==> config.mk <==
export PLATFORM = sky130hd
export DESIGN_NAME = serial_subtractor
export DESIGN_NICKNAME = d
export VERILOG_FILES = /design/src/rtl/serial_subtractor.sv
export SDC_FILE = /design/constraint.sdc
export NUM_CORES = 1
export LEC_CHECK = 0
export ABC_AREA = 1
export CAP_MARGIN = 20
export CORE_ASPECT_RATIO = 0.7
export CORE_MARGIN = 4
export CORE_UTILIZATION = 40
export DETAILED_ROUTE_END_ITERATION = 10
export GPL_TIMING_DRIVEN = 0
export HOLD_SLACK_MARGIN = 0.06
export RECOVER_POWER = 25
export SETUP_SLACK_MARGIN = 0.02
export SYNTH_ARGS = -nofsm -noshare
export SYNTH_HDL_FRONTEND = slang
export SYNTH_SLANG_ARGS = --single-unit
==> constraint.sdc <==
create_clock -name clk -period 2.43 [get_ports clk]
set_clock_uncertainty 0.15 [all_clocks]
set_input_delay 0.486 -clock clk [delete_from_list [all_inputs] [get_ports clk]]
set_output_delay 0.486 -clock clk [all_outputs]
set_load 0.01 [all_outputs]
==> src/rtl/serial_subtractor.sv <==
//------------------------------------------------------------------------------
// serial_subtractor : multi-cycle A - B - bin, CHUNK bits per clock, LSB first.
// Optional macro SERIAL_SUB_SIGNED_OVF_EN adds the two's-complement ovf output.
// Revision: 1.0
//------------------------------------------------------------------------------
`default_nettype none

module serial_subtractor #(
    parameter int WIDTH = 16,
    parameter int CHUNK = 4
) (
    input  logic             clk,
    input  logic             rst_n,
    input  logic             start,
    input  logic [WIDTH-1:0] a,
    input  logic [WIDTH-1:0] b,
    input  logic             bin,
    output logic             busy,
    output logic             done,
    output logic [WIDTH-1:0] diff,
    output logic             bout
`ifdef SERIAL_SUB_SIGNED_OVF_EN
    ,
    output logic             ovf
`endif
);

    localparam int NCH = WIDTH / CHUNK;
    localparam int CW  = (NCH > 1) ? $clog2(NCH) : 1;
    localparam logic [CW-1:0] C_LAST = CW'(NCH - 1);

    typedef enum logic [1:0] {
        S_IDLE = 2'd0,
        S_RUN  = 2'd1,
        S_DONE = 2'd2
    } state_t;

    state_t           state_q, state_d;
    logic [WIDTH-1:0] a_q, a_d;
    logic [WIDTH-1:0] b_q, b_d;
    logic [WIDTH-1:0] sr_q, sr_d;
    logic [WIDTH-1:0] diff_q, diff_d;
    logic             borrow_q, borrow_d;
    logic             bout_q, bout_d;
    logic [CW-1:0]    cnt_q, cnt_d;

    logic [CHUNK:0]   sub_res;
    logic [WIDTH-1:0] sr_shift;

    // Operands shift right each RUN cycle, so the active chunk is always the low CHUNK bits.
    assign sub_res  = {1'b0, a_q[CHUNK-1:0]} - {1'b0, b_q[CHUNK-1:0]}
                    - {{CHUNK{1'b0}}, borrow_q};
    assign sr_shift = WIDTH'({sub_res[CHUNK-1:0], sr_q} >> CHUNK);

`ifdef SERIAL_SUB_SIGNED_OVF_EN
    logic ovf_q, ovf_d;
    logic ovf_next;

    // Borrow into the MSB equals a^b^d at that bit; XOR with borrow-out gives overflow.
    assign ovf_next = a_q[CHUNK-1] ^ b_q[CHUNK-1] ^ sub_res[CHUNK-1] ^ sub_res[CHUNK];
    assign ovf      = ovf_q;
`endif

    always_comb begin
        state_d  = state_q;
        a_d      = a_q;
        b_d      = b_q;
        sr_d     = sr_q;
        diff_d   = diff_q;
        borrow_d = borrow_q;
        bout_d   = bout_q;
        cnt_d    = cnt_q;
        busy     = 1'b0;
        done     = 1'b0;
`ifdef SERIAL_SUB_SIGNED_OVF_EN
        ovf_d    = ovf_q;
`endif
        case (state_q)
            S_IDLE: begin
                if (start) begin
                    a_d      = a;
                    b_d      = b;
                    borrow_d = bin;
                    cnt_d    = '0;
                    state_d  = S_RUN;
                end
            end
            S_RUN: begin
                busy     = 1'b1;
                a_d      = a_q >> CHUNK;
                b_d      = b_q >> CHUNK;
                sr_d     = sr_shift;
                borrow_d = sub_res[CHUNK];
                cnt_d    = cnt_q + CW'(1);
                if (cnt_q == C_LAST) begin
                    diff_d  = sr_shift;
                    bout_d  = sub_res[CHUNK];
`ifdef SERIAL_SUB_SIGNED_OVF_EN
                    ovf_d   = ovf_next;
`endif
                    state_d = S_DONE;
                end
            end
            S_DONE: begin
                done    = 1'b1;
                state_d = S_IDLE;
            end
            default: state_d = S_IDLE;
        endcase
    end

    always_ff @(posedge clk or negedge rst_n) begin
        if (!rst_n) begin
            state_q  <= S_IDLE;
            a_q      <= '0;
            b_q      <= '0;
            sr_q     <= '0;
            diff_q   <= '0;
            borrow_q <= 1'b0;
            bout_q   <= 1'b0;
            cnt_q    <= '0;
`ifdef SERIAL_SUB_SIGNED_OVF_EN
            ovf_q    <= 1'b0;
`endif
        end else begin
            state_q  <= state_d;
            a_q      <= a_d;
            b_q      <= b_d;
            sr_q     <= sr_d;
            diff_q   <= diff_d;
            borrow_q <= borrow_d;
            bout_q   <= bout_d;
            cnt_q    <= cnt_d;
`ifdef SERIAL_SUB_SIGNED_OVF_EN
            ovf_q    <= ovf_d;
`endif
        end
    end

    assign diff = diff_q;
    assign bout = bout_q;

endmodule

`default_nettype wire
# Word level (Yosys, flattened, before mapping)
# Index checks and enable logic that the tools add are counted.
[classes]
addsub = 3
eq_ne = 5
mux = 13
reduce_logical = 5
[ops]
columns = ["operator", "count"]
rows = [
  ["one-hot mux 16 bit (2 select lines)", 2],
  ["two-way mux 16 bit", 2],
  ["one-hot mux 2 bit (2 select lines)", 2],
  ["two-way mux 2 bit", 3],
  ["AND reduction 2 bit", 3],
  ["subtractor 4 x 4 -> 5 bit", 1],
  ["subtractor 5 x 1 -> 5 bit", 1],
  ["== test 2 bit (second input constant)", 2],
  ["!= test 2 bit (second input constant)", 2],
  ["two-way mux 1 bit", 3],
  ["adder 2 x 1 -> 2 bit (second input constant)", 1],
  ["== test 2 x 1 -> 1 bit (second input constant)", 1],
  ["zero test 2 bit", 1],
  ["one-hot mux 1 bit (2 select lines)", 1],
  ["nonzero test 2 bit", 1],
]
[totals]
reg_bits = 70
in_bits = 36
out_inout_bits = 19
wordCells = 34

# Logic depth before layout (Yosys ltp)
[depth]
word_depth = 3
ltp_mapped = 11
depth_no_buf = 11

# Least setup slack after synthesis
# Ideal clock, no wire load.
[synth_timing]
path_type = "register to register"
start = "register a_q[0]"
end = "register sr_q[15]"
setup_time_ns = 0.118
arrival_ns = 1.594
required_ns = 2.162
slack_ns = 0.569
stages_incl_launch_ff = 8
path_buffers = 0
period_less_slack_ns = 1.861
cell_sequence = "dfrtp_1 fa_1 ha_1 nand2_1 nand3_1 or2_2 nand3_1 nand2_1"
[synth_between]
elab_chain_len = 2
[synth_rtl]
columns = ["item", "line_no", "source"]
rows = [
  ["start: declaration", "39", "logic [WIDTH-1:0] a_q, a_d;"],
  ["start signal: assignment", "115", "a_q <= '0;"],
  ["start signal: assignment", "127", "a_q <= a_d;"],
  ["subtractor 4 x 4 -> 5 bit", "51", "assign sub_res = {1'b0, a_q[CHUNK-1:0]} - {1'b0, b_q[CHUNK-1:0]}"],
  ["subtractor 5 x 1 -> 5 bit", "52", "- {{CHUNK{1'b0}}, borrow_q};"],
  ["end signal: assignment", "129", "sr_q <= sr_d;"],
  ["end: declaration", "41", "logic [WIDTH-1:0] sr_q, sr_d;"],
]
# No other way between the ends.
# A chain may end at the register's enable or synchronous reset.

# Final worst setup path
[layout_timing]
start = "register state_q[1]"
end = "output port busy"
[layout_between]
elab_chain_len = 2
[layout_rtl]
columns = ["item", "line_no", "source"]
rows = [
  ["start: declaration", "38", "state_t state_q, state_d;"],
  ["start signal: assignment", "126", "state_q <= state_d;"],
  ["== test 2 x 1 -> 1 bit", "78", "case (state_q)"],
  ["two-way mux 1 bit", "78", ""],
  ["end: declaration", "18", "output logic busy,"],
]
# No other way between the ends.

==> metrics.txt <==
# TYPE chip_impl_metric gauge
chip_impl_metric{name="antenna_cells",unit=""} 0
chip_impl_metric{name="seqCellArea",unit="mm²"} 0.00165
chip_impl_info{name="critical_path_class",value="flop to output pin"} 1
chip_impl_info{name="min-delay-start",value="diff[3]"} 1
chip_impl_metric{name="synth_compound_area_share",unit="%"} 15.3
chip_impl_info{name="post-synth-top-area-cell",value="sky130_fd_sc_hd__dfrtp_1"} 1
chip_impl_metric{name="clkSinkCount",unit=""} 66
chip_impl_metric{name="fin_crit",unit="ns"} 2.30
chip_impl_metric{name="p_leak",unit="µW"} 0.00181
chip_impl_metric{name="post-route-util",unit="%"} 52.3
chip_impl_metric{name="synth_fa_ha_area_share",unit="%"} 3.42
chip_impl_metric{name="reg2reg_slack",unit="ns"} 0.38
chip_impl_info{name="timing.critical_path.to_type",value="output pin"} 1
chip_impl_metric{name="number_of_max_slew_violations_in_the_final_report",unit=""} 67
chip_impl_metric{name="synth_area",unit="mm²"} 0.00300
chip_impl_metric{name="synth.mux.area_fraction",unit="%"} 0
chip_impl_info{name="layout_commonest_cell",value="sky130_fd_sc_hd__dfrtp_1"} 1
chip_impl_metric{name="detailedRoute.firstPassIterationCount",unit=""} 4
chip_impl_metric{name="post-cts-setup-buffer-count",unit=""} 0
chip_impl_metric{name="slew-limit-headroom",unit="%"} -8.95
chip_impl_info{name="outcome",value="finished, violations left"} 1
chip_impl_metric{name="final_net_count",unit=""} 430
chip_impl_metric{name="worst_skew_pair.late_latency",unit="ns"} 0.33
chip_impl_metric{name="setup-violations-final",unit=""} 0
chip_impl_metric{name="synth_cells",unit=""} 323
chip_impl_metric{name="timing.final.crit_share",unit="%"} 94.5
chip_impl_metric{name="vias_per_cell",unit=""} 4.76
chip_impl_metric{name="synth_nets",unit=""} 366
chip_impl_metric{name="r2r.worst_path.cells",unit=""} 7
chip_impl_metric{name="die_area",unit="mm²"} 0.00897
chip_impl_metric{name="max_cap_viol_count",unit=""} 1
chip_impl_metric{name="routed-via-count",unit=""} 2328
chip_impl_info{name="violations",value="capacitance limit, slew limit"} 1
chip_impl_metric{name="synthSimpleGateAreaFrac",unit="%"} 15.6
chip_impl_info{name="mostFrequentLayoutCells",value="sky130_fd_sc_hd__dfrtp_1, sky130_fd_sc_hd__nand2_1, sky130_fd_sc_hd__clkdlybuf4s50_1, sky130_fd_sc_hd__inv_1, sky130_fd_sc_hd__o21ai_0"} 1
chip_impl_info{name="hold_path_sink",value="diff[3]"} 1
chip_impl_info{name="combinational_family_with_the_most_area_after_synthesis",value="simple AND/OR/NAND/NOR gates"} 1
chip_impl_metric{name="multi_input_gate_area_in_the_final_layout",unit="mm²"} 0.00104
chip_impl_metric{name="grt_pass1_vias",unit=""} 2433
chip_impl_metric{name="post_synth_num_cell_types",unit=""} 23
chip_impl_metric{name="finalWeightedCongestion",unit=""} 0.795
chip_impl_info{name="synth_area_leaders",value="sky130_fd_sc_hd__dfrtp_1, sky130_fd_sc_hd__nand2_1, sky130_fd_sc_hd__inv_1"} 1
chip_impl_metric{name="area_delta_synth_final",unit="%"} 27.0
chip_impl_info{name="unrepaired_setup_endpoints_after_global_routing",value="false"} 1
chip_impl_metric{name="fmax",unit="MHz"} 435
chip_impl_metric{name="yosys.area_share.xor_xnor",unit="%"} 0.292
chip_impl_metric{name="start_util",unit="%"} 41.2
chip_impl_metric{name="h-tree-depth",unit=""} 3
chip_impl_metric{name="cellPowerDensity",unit="mW/mm²"} 1450
chip_impl_metric{name="clock_tree.buffer_depth",unit=""} 2
chip_impl_metric{name="detail_route.drc_violations",unit=""} 0
chip_impl_metric{name="port-buffer-count",unit=""} 54
chip_impl_metric{name="finalSetupTns",unit="ns"} 0
chip_impl_info{name="r2r-start",value="a_q[0]"} 1
chip_impl_metric{name="antenna_violating_nets_post_route",unit=""} 0
chip_impl_metric{name="finalHoldViolations",unit=""} 0
chip_impl_metric{name="horizontal_die_dimension",unit="µm"} 112
chip_impl_metric{name="final.fill_count",unit=""} 734
chip_impl_metric{name="drt_first_iter_violations",unit=""} 136
chip_impl_metric{name="peakVddDrop",unit="V"} 0.000560
chip_impl_metric{name="largest_fanout_on_the_critical_path",unit=""} 14
chip_impl_metric{name="height_of_the_die",unit="µm"} 80.5
chip_impl_metric{name="max_stage_delay",unit="ns"} 0.55
chip_impl_info{name="hold_path.class",value="flop to flop"} 1
chip_impl_metric{name="max_slew.worst_pin.slew",unit="ns"} 1.63
chip_impl_metric{name="cts_made_buffers",unit=""} 9
chip_impl_metric{name="synth-seq-area-share",unit="%"} 55.0
chip_impl_metric{name="postRouteWirelength",unit="mm"} 7.02
chip_impl_metric{name="yosysTopAreaCellShare",unit="%"} 55.0
chip_impl_metric{name="worstHoldPathCells",unit=""} 2
chip_impl_info{name="cts_tree",value="yes"} 1
chip_impl_metric{name="ys_warn_count",unit=""} 0
chip_impl_metric{name="postSynthRegisterBits",unit=""} 66
chip_impl_metric{name="worstPathRequired",unit="ns"} 1.79
chip_impl_metric{name="grt_first_pass_wirelength",unit="mm"} 12.2
chip_impl_metric{name="worst-endpoint-arrival",unit="ns"} 1.66
chip_impl_info{name="start_kind",value="flop"} 1
chip_impl_metric{name="final_layout_size_suffix_gt1_share",unit="%"} 13.3
chip_impl_metric{name="top_level_ports",unit=""} 55
chip_impl_metric{name="postSynthAreaPerCell",unit="µm²"} 9.29
chip_impl_metric{name="antenna_violations_before_repair",unit=""} 0
chip_impl_metric{name="grt_start_max_net_pins",unit=""} 67
chip_impl_metric{name="placement_rows",unit=""} 26
chip_impl_metric{name="worst_setup_hold_path_clk_slew",unit="ns"} 0.07
chip_impl_info{name="timing.rr.end",value="sr_q[15]"} 1
chip_impl_info{name="crit_chain",value="inv_2 -> nand2_4 -> inv_6 -> clkdlybuf4s50_1"} 1
chip_impl_metric{name="core_area",unit="mm²"} 0.00729
chip_impl_metric{name="wire_per_inst",unit="µm"} 14.4
chip_impl_info{name="cts_root_buffer",value="sky130_fd_sc_hd__clkbuf_8"} 1
chip_impl_metric{name="place_hpwl",unit="mm"} 4.99
chip_impl_metric{name="grt_use_total",unit="%"} 17.4
chip_impl_info{name="crit_slowest_cell",value="sky130_fd_sc_hd__clkdlybuf4s50_1"} 1
chip_impl_metric{name="total_overflow_reported_by_the_global_router",unit=""} 0
[stage by stage]
stage	total power [µW]	cell area, µm²	hold slack [ns]	setup WS, ns	instances
finish	5530	3810	0.322	0.133	489
global route	6130	3810	0.349	0.0417	489
CTS	5590	3810	0.127	0.0758	489
detailed placement	4810	3660	0.308	0.257	475
global placement	4760	3660	0.309	-1.54	475
floorplan	3880	3000	0.0404	0.569	323
[worst max-delay path by stage]
stage / startpoint / cells past startpoint / to
detailed placement: state_q[1] / 5 / busy
floorplan: a_q[0] / 7 / sr_q[15]
finish: state_q[1] / 4 / busy
global route: state_q[1] / 4 / busy
CTS: state_q[1] / 4 / busy
global placement: rst_n / 1 / b_q[12]
[per-layer routing]
layer,global-route usage [%],vias up,share of wire [%]
met4,5.22,0,1.2
li1,-,1175,-
met2,25.6,46,43
met1,25.4,1099,52
met3,4.22,8,4.4
met5,0,-,0
[worst max-delay path, delay by kind of cell (launching register included)]
kind | cells | cell delay [ns]
buffers and inverters | 3 | 0.80
flip-flops | 1 | 0.41
AND/OR/NAND/NOR | 1 | 0.11
[logic make-up after synthesis]
group	after synthesis
flip-flops	66
XOR/XNOR	1
buffers and inverters	63
AO/OA/AOI/OAI	78
AND/OR/NAND/NOR	108
adder cells (fa/ha/maj)	7
[power by group]
part           total (µW)  internal (µW)  switching (µW)
clock                 748            358             390
combinational        2840           1190            1640
sequential           1950           1660             296
total                5530           3210            2330
[timing repair]
item	in CTS	in global routing
hold buffers	0	0
resized for setup	1	1
endpoints found under the hold margin	0	0
setup endpoints to repair	1	1
[sequential cells by signal (all words and copies together) (netlist names)]
signal and count:
bout 1, b_q 16, diff 16, cnt_q 2, a_q 16, sr_q 12, borrow_q 1, state_q 2
[layout make-up]
class                   instances  area share (%)
clock inverters                 4           0.525
repair buffers                 54            14.1
flip-flops and latches         66            43.3
multi-input cells             194            27.3
well taps                      98            3.22
inverters                      46            4.73
clock buffers                  11            3.45
plain buffers                  16            3.42
[cell usage after synthesis]
cell / n
sky130_fd_sc_hd__a21boi_0: 1
sky130_fd_sc_hd__a21oi_1: 1
sky130_fd_sc_hd__buf_2: 9
sky130_fd_sc_hd__buf_6: 8
sky130_fd_sc_hd__dfrtp_1: 66
sky130_fd_sc_hd__fa_1: 2
sky130_fd_sc_hd__ha_1: 5
sky130_fd_sc_hd__inv_1: 43
sky130_fd_sc_hd__inv_2: 2
sky130_fd_sc_hd__inv_4: 1
sky130_fd_sc_hd__nand2_1: 53
sky130_fd_sc_hd__nand2_2: 5
sky130_fd_sc_hd__nand2_4: 2
sky130_fd_sc_hd__nand3_1: 20
sky130_fd_sc_hd__nor2_1: 26
sky130_fd_sc_hd__nor2_4: 1
sky130_fd_sc_hd__o21a_1: 1
sky130_fd_sc_hd__o21ai_0: 30
sky130_fd_sc_hd__o21ai_1: 14
sky130_fd_sc_hd__o21ai_2: 10
sky130_fd_sc_hd__o22ai_1: 21
sky130_fd_sc_hd__or2_2: 1
sky130_fd_sc_hd__xnor2_1: 1
Note: power is estimated with default switching activity, not from simulation.
